$ cat src/rtl/imem_fetch_ctrl_pkg.sv
// Shared definitions for the instruction fetch sequencer: data width, HALT encoding,
// IMEM geometry and the fetch state encoding.
package imem_fetch_ctrl_pkg;

    localparam int XLEN = 32;
    localparam int MEM_WORDS = 128;
    localparam logic [XLEN-1:0] HALT_INSN = 32'h0000_0063;

    typedef enum logic [2:0] {
        ST_IDLE,
        ST_FETCH,
        ST_DRAIN,
        ST_HALTED,
        ST_FAULT
    } fetch_state_t;

    function automatic logic is_misaligned(input logic [XLEN-1:0] addr);
        return addr[1:0] != 2'b00;
    endfunction

endpackage

$ cat src/rtl/imem_fetch_ctrl_if.sv
// Fetch-side bus: IMEM address/data, redirect request from the branch unit, and the
// instruction handshake to decode.
interface imem_fetch_ctrl_if;
    import imem_fetch_ctrl_pkg::*;

    logic [XLEN-1:0] imem_addr;
    logic [XLEN-1:0] imem_rdata;
    logic            redirect_valid;
    logic [XLEN-1:0] redirect_pc;
    // inst_valid/inst_out/inst_pc stay stable while inst_valid & !inst_ready; a word moves
    // to decode only on a cycle where inst_valid & inst_ready are both high.
    logic            inst_valid;
    logic            inst_ready;
    logic [XLEN-1:0] inst_out;
    logic [XLEN-1:0] inst_pc;

    modport master (
        output imem_addr, inst_valid, inst_out, inst_pc,
        input  imem_rdata, redirect_valid, redirect_pc, inst_ready
    );

    modport slave (
        input  imem_addr, inst_valid, inst_out, inst_pc,
        output imem_rdata, redirect_valid, redirect_pc, inst_ready
    );

endinterface

$ cat src/rtl/imem_fetch_ctrl_fetch_buf.sv
// One-entry instruction buffer (word + its PC). Flush wins over load; an accepted entry
// that is not replaced empties the buffer.
module imem_fetch_ctrl_fetch_buf
    import imem_fetch_ctrl_pkg::*;
(
    input  logic            clk,
    input  logic            rst,
    input  logic            flush,
    input  logic            load,
    input  logic            ready,
    input  logic [XLEN-1:0] load_data,
    input  logic [XLEN-1:0] load_pc,
    output logic            valid,
    output logic [XLEN-1:0] data,
    output logic [XLEN-1:0] pc
);

    always_ff @(posedge clk or posedge rst) begin
        if (rst) begin
            valid <= 1'b0;
            data  <= '0;
            pc    <= '0;
        end else if (flush) begin
            valid <= 1'b0;
            data  <= '0;
            pc    <= '0;
        end else if (load) begin
            valid <= 1'b1;
            data  <= load_data;
            pc    <= load_pc;
        end else if (valid && ready) begin
            valid <= 1'b0;
        end
    end

endmodule

$ cat src/rtl/imem_fetch_ctrl.sv
// Fetch sequencer: owns the fetch PC, feeds the one-entry buffer from IMEM, applies
// redirects and stops on HALT or on a misaligned redirect target.
module imem_fetch_ctrl
    import imem_fetch_ctrl_pkg::*;
#(
    parameter logic [XLEN-1:0] RESET_PC = 32'h0000_0000
) (
    input  logic                     clk,
    input  logic                     rst,
    input  logic                     start,
    imem_fetch_ctrl_if.master        bus,
    output logic                     halted,
    output logic                     fault,
    output logic [XLEN-1:0]          fetch_count,
    output fetch_state_t             state
);

    fetch_state_t    state_q, state_d;
    logic [XLEN-1:0] pc_q, pc_d;
    logic [XLEN-1:0] count_q, count_d;
    logic            halted_q, halted_d;
    logic            load;
    logic            flush;
    logic            accept;

    assign accept = bus.inst_valid & bus.inst_ready;

    always_ff @(posedge clk or posedge rst) begin
        if (rst) begin
            state_q  <= ST_IDLE;
            pc_q     <= RESET_PC;
            count_q  <= '0;
            halted_q <= 1'b0;
        end else begin
            state_q  <= state_d;
            pc_q     <= pc_d;
            count_q  <= count_d;
            halted_q <= halted_d;
        end
    end

    always_comb begin
        state_d  = state_q;
        pc_d     = pc_q;
        count_d  = count_q;
        halted_d = halted_q;
        load     = 1'b0;
        flush    = 1'b0;

        // An acceptance counts even when a redirect flushes the buffer in the same cycle.
        if (accept && count_q != '1) begin
            count_d = count_q + 32'd1;
        end

        if (start) begin
            state_d  = ST_FETCH;
            pc_d     = RESET_PC;
            count_d  = '0;
            halted_d = 1'b0;
            flush    = 1'b1;
        end else if (bus.redirect_valid && state_q != ST_IDLE && is_misaligned(bus.redirect_pc)) begin
            state_d = ST_FAULT;
            flush   = 1'b1;
        end else if (bus.redirect_valid && (state_q == ST_FETCH || state_q == ST_DRAIN)) begin
            state_d = ST_FETCH;
            pc_d    = bus.redirect_pc;
            flush   = 1'b1;
        end else begin
            case (state_q)
                ST_FETCH: begin
                    if (!bus.inst_valid || bus.inst_ready) begin
                        load = 1'b1;
                        pc_d = pc_q + 32'd4;
                        if (bus.imem_rdata == HALT_INSN) begin
                            state_d = ST_DRAIN;
                        end
                    end
                end
                // Only the HALT word can be in the buffer here.
                ST_DRAIN: begin
                    if (accept) begin
                        state_d  = ST_HALTED;
                        halted_d = 1'b1;
                    end
                end
                default: ;
            endcase
        end
    end

    imem_fetch_ctrl_fetch_buf u_buf (
        .clk       (clk),
        .rst       (rst),
        .flush     (flush),
        .load      (load),
        .ready     (bus.inst_ready),
        .load_data (bus.imem_rdata),
        .load_pc   (pc_q),
        .valid     (bus.inst_valid),
        .data      (bus.inst_out),
        .pc        (bus.inst_pc)
    );

    assign bus.imem_addr = pc_q;
    assign halted        = halted_q;
    assign fault         = (state_q == ST_FAULT);
    assign fetch_count   = count_q;
    assign state         = state_q;

endmodule

$ cat src/flat_wrapper.sv
// flat-port wrapper written by rule: the top's interface ports become plain ports
module imem_fetch_ctrl_flat import imem_fetch_ctrl_pkg::*;
#(
    parameter logic [XLEN-1:0] RESET_PC = 32'h0000_0000
)
  (clk, rst, start, halted, fault, fetch_count, state, bus_imem_addr, bus_inst_valid, bus_inst_out, bus_inst_pc, bus_imem_rdata, bus_redirect_valid, bus_redirect_pc, bus_inst_ready);
  imem_fetch_ctrl_if bus_i ();
  input  logic clk;
  input  logic rst;
  input  logic start;
  output logic halted;
  output logic fault;
  output logic [XLEN-1:0] fetch_count;
  output fetch_state_t state;
  output wire logic [$bits(bus_i.imem_addr)-1:0] bus_imem_addr;
  output wire logic [$bits(bus_i.inst_valid)-1:0] bus_inst_valid;
  output wire logic [$bits(bus_i.inst_out)-1:0] bus_inst_out;
  output wire logic [$bits(bus_i.inst_pc)-1:0] bus_inst_pc;
  input wire logic [$bits(bus_i.imem_rdata)-1:0] bus_imem_rdata;
  input wire logic [$bits(bus_i.redirect_valid)-1:0] bus_redirect_valid;
  input wire logic [$bits(bus_i.redirect_pc)-1:0] bus_redirect_pc;
  input wire logic [$bits(bus_i.inst_ready)-1:0] bus_inst_ready;
  assign bus_imem_addr = bus_i.imem_addr;
  assign bus_inst_valid = bus_i.inst_valid;
  assign bus_inst_out = bus_i.inst_out;
  assign bus_inst_pc = bus_i.inst_pc;
  assign bus_i.imem_rdata = bus_imem_rdata;
  assign bus_i.redirect_valid = bus_redirect_valid;
  assign bus_i.redirect_pc = bus_redirect_pc;
  assign bus_i.inst_ready = bus_inst_ready;
  imem_fetch_ctrl #(.RESET_PC(RESET_PC)) u_core (.clk(clk), .rst(rst), .start(start), .bus(bus_i), .halted(halted), .fault(fault), .fetch_count(fetch_count), .state(state));
endmodule
$ cat config.mk
export PLATFORM = sky130hd
export DESIGN_NAME = imem_fetch_ctrl_flat
export DESIGN_NICKNAME = d
export VERILOG_FILES = /design/src/rtl/imem_fetch_ctrl_pkg.sv /design/src/rtl/imem_fetch_ctrl_if.sv /design/src/rtl/imem_fetch_ctrl_fetch_buf.sv /design/src/rtl/imem_fetch_ctrl.sv /design/src/flat_wrapper.sv
export SDC_FILE = /design/constraint.sdc
export NUM_CORES = 1
export LEC_CHECK = 0
export ABC_AREA = 1
export BUFFER_PORTS_ARGS = -buffer_cell sky130_fd_sc_hd__buf_2
export CAP_MARGIN = 20
export CORE_ASPECT_RATIO = 0.7
export CORE_UTILIZATION = 54
export DETAILED_ROUTE_END_ITERATION = 10
export HOLD_SLACK_MARGIN = 0.03
export PLACE_DENSITY = 0.81
export SLEW_MARGIN = 30
export SYNTH_ARGS = -nofsm -noshare
export SYNTH_HDL_FRONTEND = slang
export SYNTH_SLANG_ARGS = --single-unit
$ cat constraint.sdc
create_clock -name clk -period 4.9 [get_ports clk]
set_input_delay 0.735 -clock clk [delete_from_list [all_inputs] [get_ports clk]]
set_output_delay 0.735 -clock clk [all_outputs]
set_load 0.1 [all_outputs]
==> run_results.csv <==
group,metric,value,unit
run_status,result_of_the_run,"complete, no violations",
global_route,grt_overflow_total,0,
routing,route.detailed.wl_per_inst,15.3,µm
sta,slew-limit-headroom,46.1,%
setup_path,critPathKind,"input pin to flop",
sta,fin_hold_ws,0.419,ns
global_route,globalRouteTotalUtil,30.9,%
floorplanning,dieArea,0.0148,mm²
layout,num-nets-final,1328,
clock_network,cts_buffers,17,
setup_path,crit_path_max_fanout,40,
floorplanning,vert_die_dim,102,µm
global_route,grt_use_met1,44.7,%
setup_path,crit_required,5.17,ns
clock_network,root_buffer_selected_by_cts,"sky130_fd_sc_hd__clkbuf_16",
setup_path,worstSetupEndpointType,"flop",
layout,layout_commonest_cell,"sky130_fd_sc_hd__nand2_1",
synth,synthTopCellsByArea,"sky130_fd_sc_hd__dfrtp_1 43%, sky130_fd_sc_hd__nand2_1 14%, sky130_fd_sc_hd__nand3_1 11%",
setup_path,worstReg2RegStart,"u_core.state[1]",
clock_network,tritoncts_clock_tree,"built",
clock_network,cts_max_path_buffers,2,
place,io_buffer_count,202,
setup_path,start_kind,"input pin",
layout,area.growth.synth_to_final,21.6,%
sta,maxSlewViolCount,0,
routing,detail_route.wirelength,22.3,mm
clock_network,cts_resized,0,
clock_network,cts-htree-levels,4,
synth,synth_seq_area_share,43.2,%
sta,final_hold_viol_count,0,
synth,postSynthNetCount,1146,
sta,max_clock_freq,0.361,GHz
clock_network,cts.clk_slew.worst_paths,0.06,ns
setup_path,crit_path_dat,3.04,ns
sta,totalNegativeSetupSlack,0,ns
power_and_ir_drop,static-leakage-power,4.90,nW
clock_network,post_cts.repair.setup_buffers,0,
place,gp_congestion,0.994,
power_and_ir_drop,power_density,550,mW/mm²
routing,remaining_drc_errors,0,
synth,syn-mean-instance-area,7.17,µm²
routing,initialDrtViolationCount,649,
floorplanning,dieWidth,145,µm
run,timing.max_cap.violations,0,
setup_path,rr_worst_depth,9,
global_route,gr-usage-met2,45.1,%
synth,total_of_warnings_raised_by_yosys,0,
synth,synthesis.instances,1075,
synth,synth.cell_area,0.00771,mm²
setup_path,reg2reg_setup_slack,2.29,ns
layout,mostFrequentLayoutCells,"296 x sky130_fd_sc_hd__nand2_1, 202 x sky130_fd_sc_hd__buf_2, 170 x sky130_fd_sc_hd__nand3_1",
global_route,grt-busiest-layer,"met2",
global_route,gr-usage-met3,7.87,%
routing,vias,7838,
global_route,initial_antenna_violation_count,0,
layout,final.fill_count,1167,
synth,yosysTopAreaCellShare,43.2,%
routing,vias_per_cell,5.37,
sta,timing.final.crit_period,2.77,ns
clock_network,cts.sinks,133,
floorplanning,num_io_pins,203,
routing,drtAntennaViolNets,0,
floorplanning,core_area,0.0139,mm²
routing,drt_first_pass_iters,6,
synth,postSynthRegisterBits,133,
global_route,grt_pass1_vias,6800,
synth,number_of_distinct_library_cells_after_synthesis,35,
floorplanning,floorplan.rows,36,
setup_path,worstReg2RegEnd,"u_core.bus.imem_addr[8]",
sta,final.setup_skew,0.0120,ns
sta,unrepaired_setup_endpoints_after_global_routing,"no",
floorplanning,effective_utilization_at_floorplan,55.4,%
clock_network,holdBufCountCts,0,
layout,drive_gt1_share,23.4,%
place,dpl.hpwl,15.7,mm
global_route,grt_first_pass_wirelength,34.8,mm
synth,yosysTopAreaCell,"sky130_fd_sc_hd__dfrtp_1",
power_and_ir_drop,irDropWorstVdd,0.426,mV
sta,layout_worst_path_cycle_share,56.6,%
sta,setup_viol_count_final,0,
sta,actual_slew_at_the_worst_max_slew_pin,0.806,ns
worst_hold_path,kind_of_path_behind_the_tightest_hold_check,"input pin to async pin",
clock_network,clk-insertion-delay-late,0.42,ns
global_route,largest_net_degree_at_the_start_of_global_routing,107,
## cell type report
class,instances,area [µm²],share of cell area [%]
Antenna cell,1,2.50,0.0267
Clock buffer,19,453,4.83
Clock inverter,12,203,2.16
Inverter,111,437,4.66
Multi-Input combinational cell,788,3680,39.2
Sequential cell,133,3330,35.5
Tap cell,190,238,2.53
Timing Repair Buffer,206,1040,11.1
## logic make-up after synthesis
family / after synthesis / synth area share (%)
AND/OR/NAND/NOR: 659 / 37.1
buffers and inverters: 154 / 9.31
flip-flops: 133 / 43.2
AO/OA/AOI/OAI: 107 / 7.82
XOR/XNOR: 20 / 2.27
adder cells (fa/ha/maj): 2 / 0.324
## synthesized netlist by cell type
cell / number
sky130_fd_sc_hd__nand3_2: 2
sky130_fd_sc_hd__buf_6: 4
sky130_fd_sc_hd__nand2_1: 296
sky130_fd_sc_hd__xor2_1: 12
sky130_fd_sc_hd__and2_1: 1
sky130_fd_sc_hd__nand2_2: 22
sky130_fd_sc_hd__o21ai_1: 35
sky130_fd_sc_hd__nand3_1: 170
sky130_fd_sc_hd__buf_8: 1
sky130_fd_sc_hd__nor2_4: 4
sky130_fd_sc_hd__o21a_1: 1
sky130_fd_sc_hd__nand4_1: 9
sky130_fd_sc_hd__ha_1: 2
sky130_fd_sc_hd__buf_1: 1
sky130_fd_sc_hd__nor3_4: 1
sky130_fd_sc_hd__buf_12: 3
sky130_fd_sc_hd__buf_2: 18
sky130_fd_sc_hd__dfrtp_1: 133
sky130_fd_sc_hd__inv_1: 101
sky130_fd_sc_hd__inv_2: 9
sky130_fd_sc_hd__a31oi_4: 1
sky130_fd_sc_hd__nand3b_1: 1
sky130_fd_sc_hd__clkinv_8: 1
sky130_fd_sc_hd__nor3_1: 7
sky130_fd_sc_hd__a21oi_1: 19
sky130_fd_sc_hd__clkbuf_1: 12
sky130_fd_sc_hd__nand2_4: 2
sky130_fd_sc_hd__o21ai_2: 13
sky130_fd_sc_hd__nor2_2: 3
sky130_fd_sc_hd__buf_4: 4
sky130_fd_sc_hd__nor2_1: 139
sky130_fd_sc_hd__xnor2_1: 8
sky130_fd_sc_hd__o21ai_0: 38
sky130_fd_sc_hd__or2_2: 1
sky130_fd_sc_hd__or2_1: 1
## through the flow
step                      worst slack, ns  utilization (%)  power (W)  area [µm²]  cells
after CTS                            2.20             67.3    0.00515        9370   1459
after global routing                 1.91             67.4    0.00537        9380   1459
after global placement               1.86             62.6    0.00371        8710   1428
after detailed placement             1.76             62.6    0.00373        8710   1428
after floorplan                     0.611                -    0.00334        7710   1075
final                                2.13             67.4    0.00516        9380   1460
## power by group
group	internal [W]	switching [W]	total, W
Combinational	0.000339	0.00191	0.00225
Sequential	0.00127	0.000220	0.00149
Clock	0.000929	0.000491	0.00142
Total	0.00254	0.00262	0.00516
## worst max-delay path by stage
| stage | from | endpoint | slack [ns] | cells past startpoint |
|---|---|---|---|---|
| floorplan | rst | u_core.bus.imem_addr[0] | 0.61 | 1 |
| global placement | start | u_core.bus.imem_addr[10] | 1.86 | 7 |
| detailed placement | start | u_core.bus.imem_addr[8] | 1.76 | 7 |
| CTS | start | u_core.bus.imem_addr[8] | 2.20 | 7 |
| global route | start | u_core.bus.imem_addr[22] | 1.91 | 7 |
| finish | start | u_core.bus.imem_addr[8] | 2.13 | 7 |
## worst max-delay path, cell delays in order
cell and delay, ns:
sky130_fd_sc_hd__buf_2 0.21, sky130_fd_sc_hd__inv_2 0.48, sky130_fd_sc_hd__nand2_2 0.18, sky130_fd_sc_hd__nand2_1 0.63
sky130_fd_sc_hd__inv_2 0.50, sky130_fd_sc_hd__nand2_1 0.18, sky130_fd_sc_hd__o21ai_1 0.08
## state kept, by name, indices dropped and copies added, names as in the netlist
signal / cells
u_core.u_buf.pc: 32
u_core.state: 3
u_core.u_buf.data: 32
u_core.bus.imem_addr: 32
u_core.halted: 1
u_core.fetch_count: 32
u_core.u_buf.valid: 1
## per-layer routing
layer,vias up,wire length [µm]
met5,-,0
met4,0,510
met3,40,2320
met2,447,9400
met1,3546,10100
li1,3805,-
Note: power is estimated with default switching activity, not from simulation.
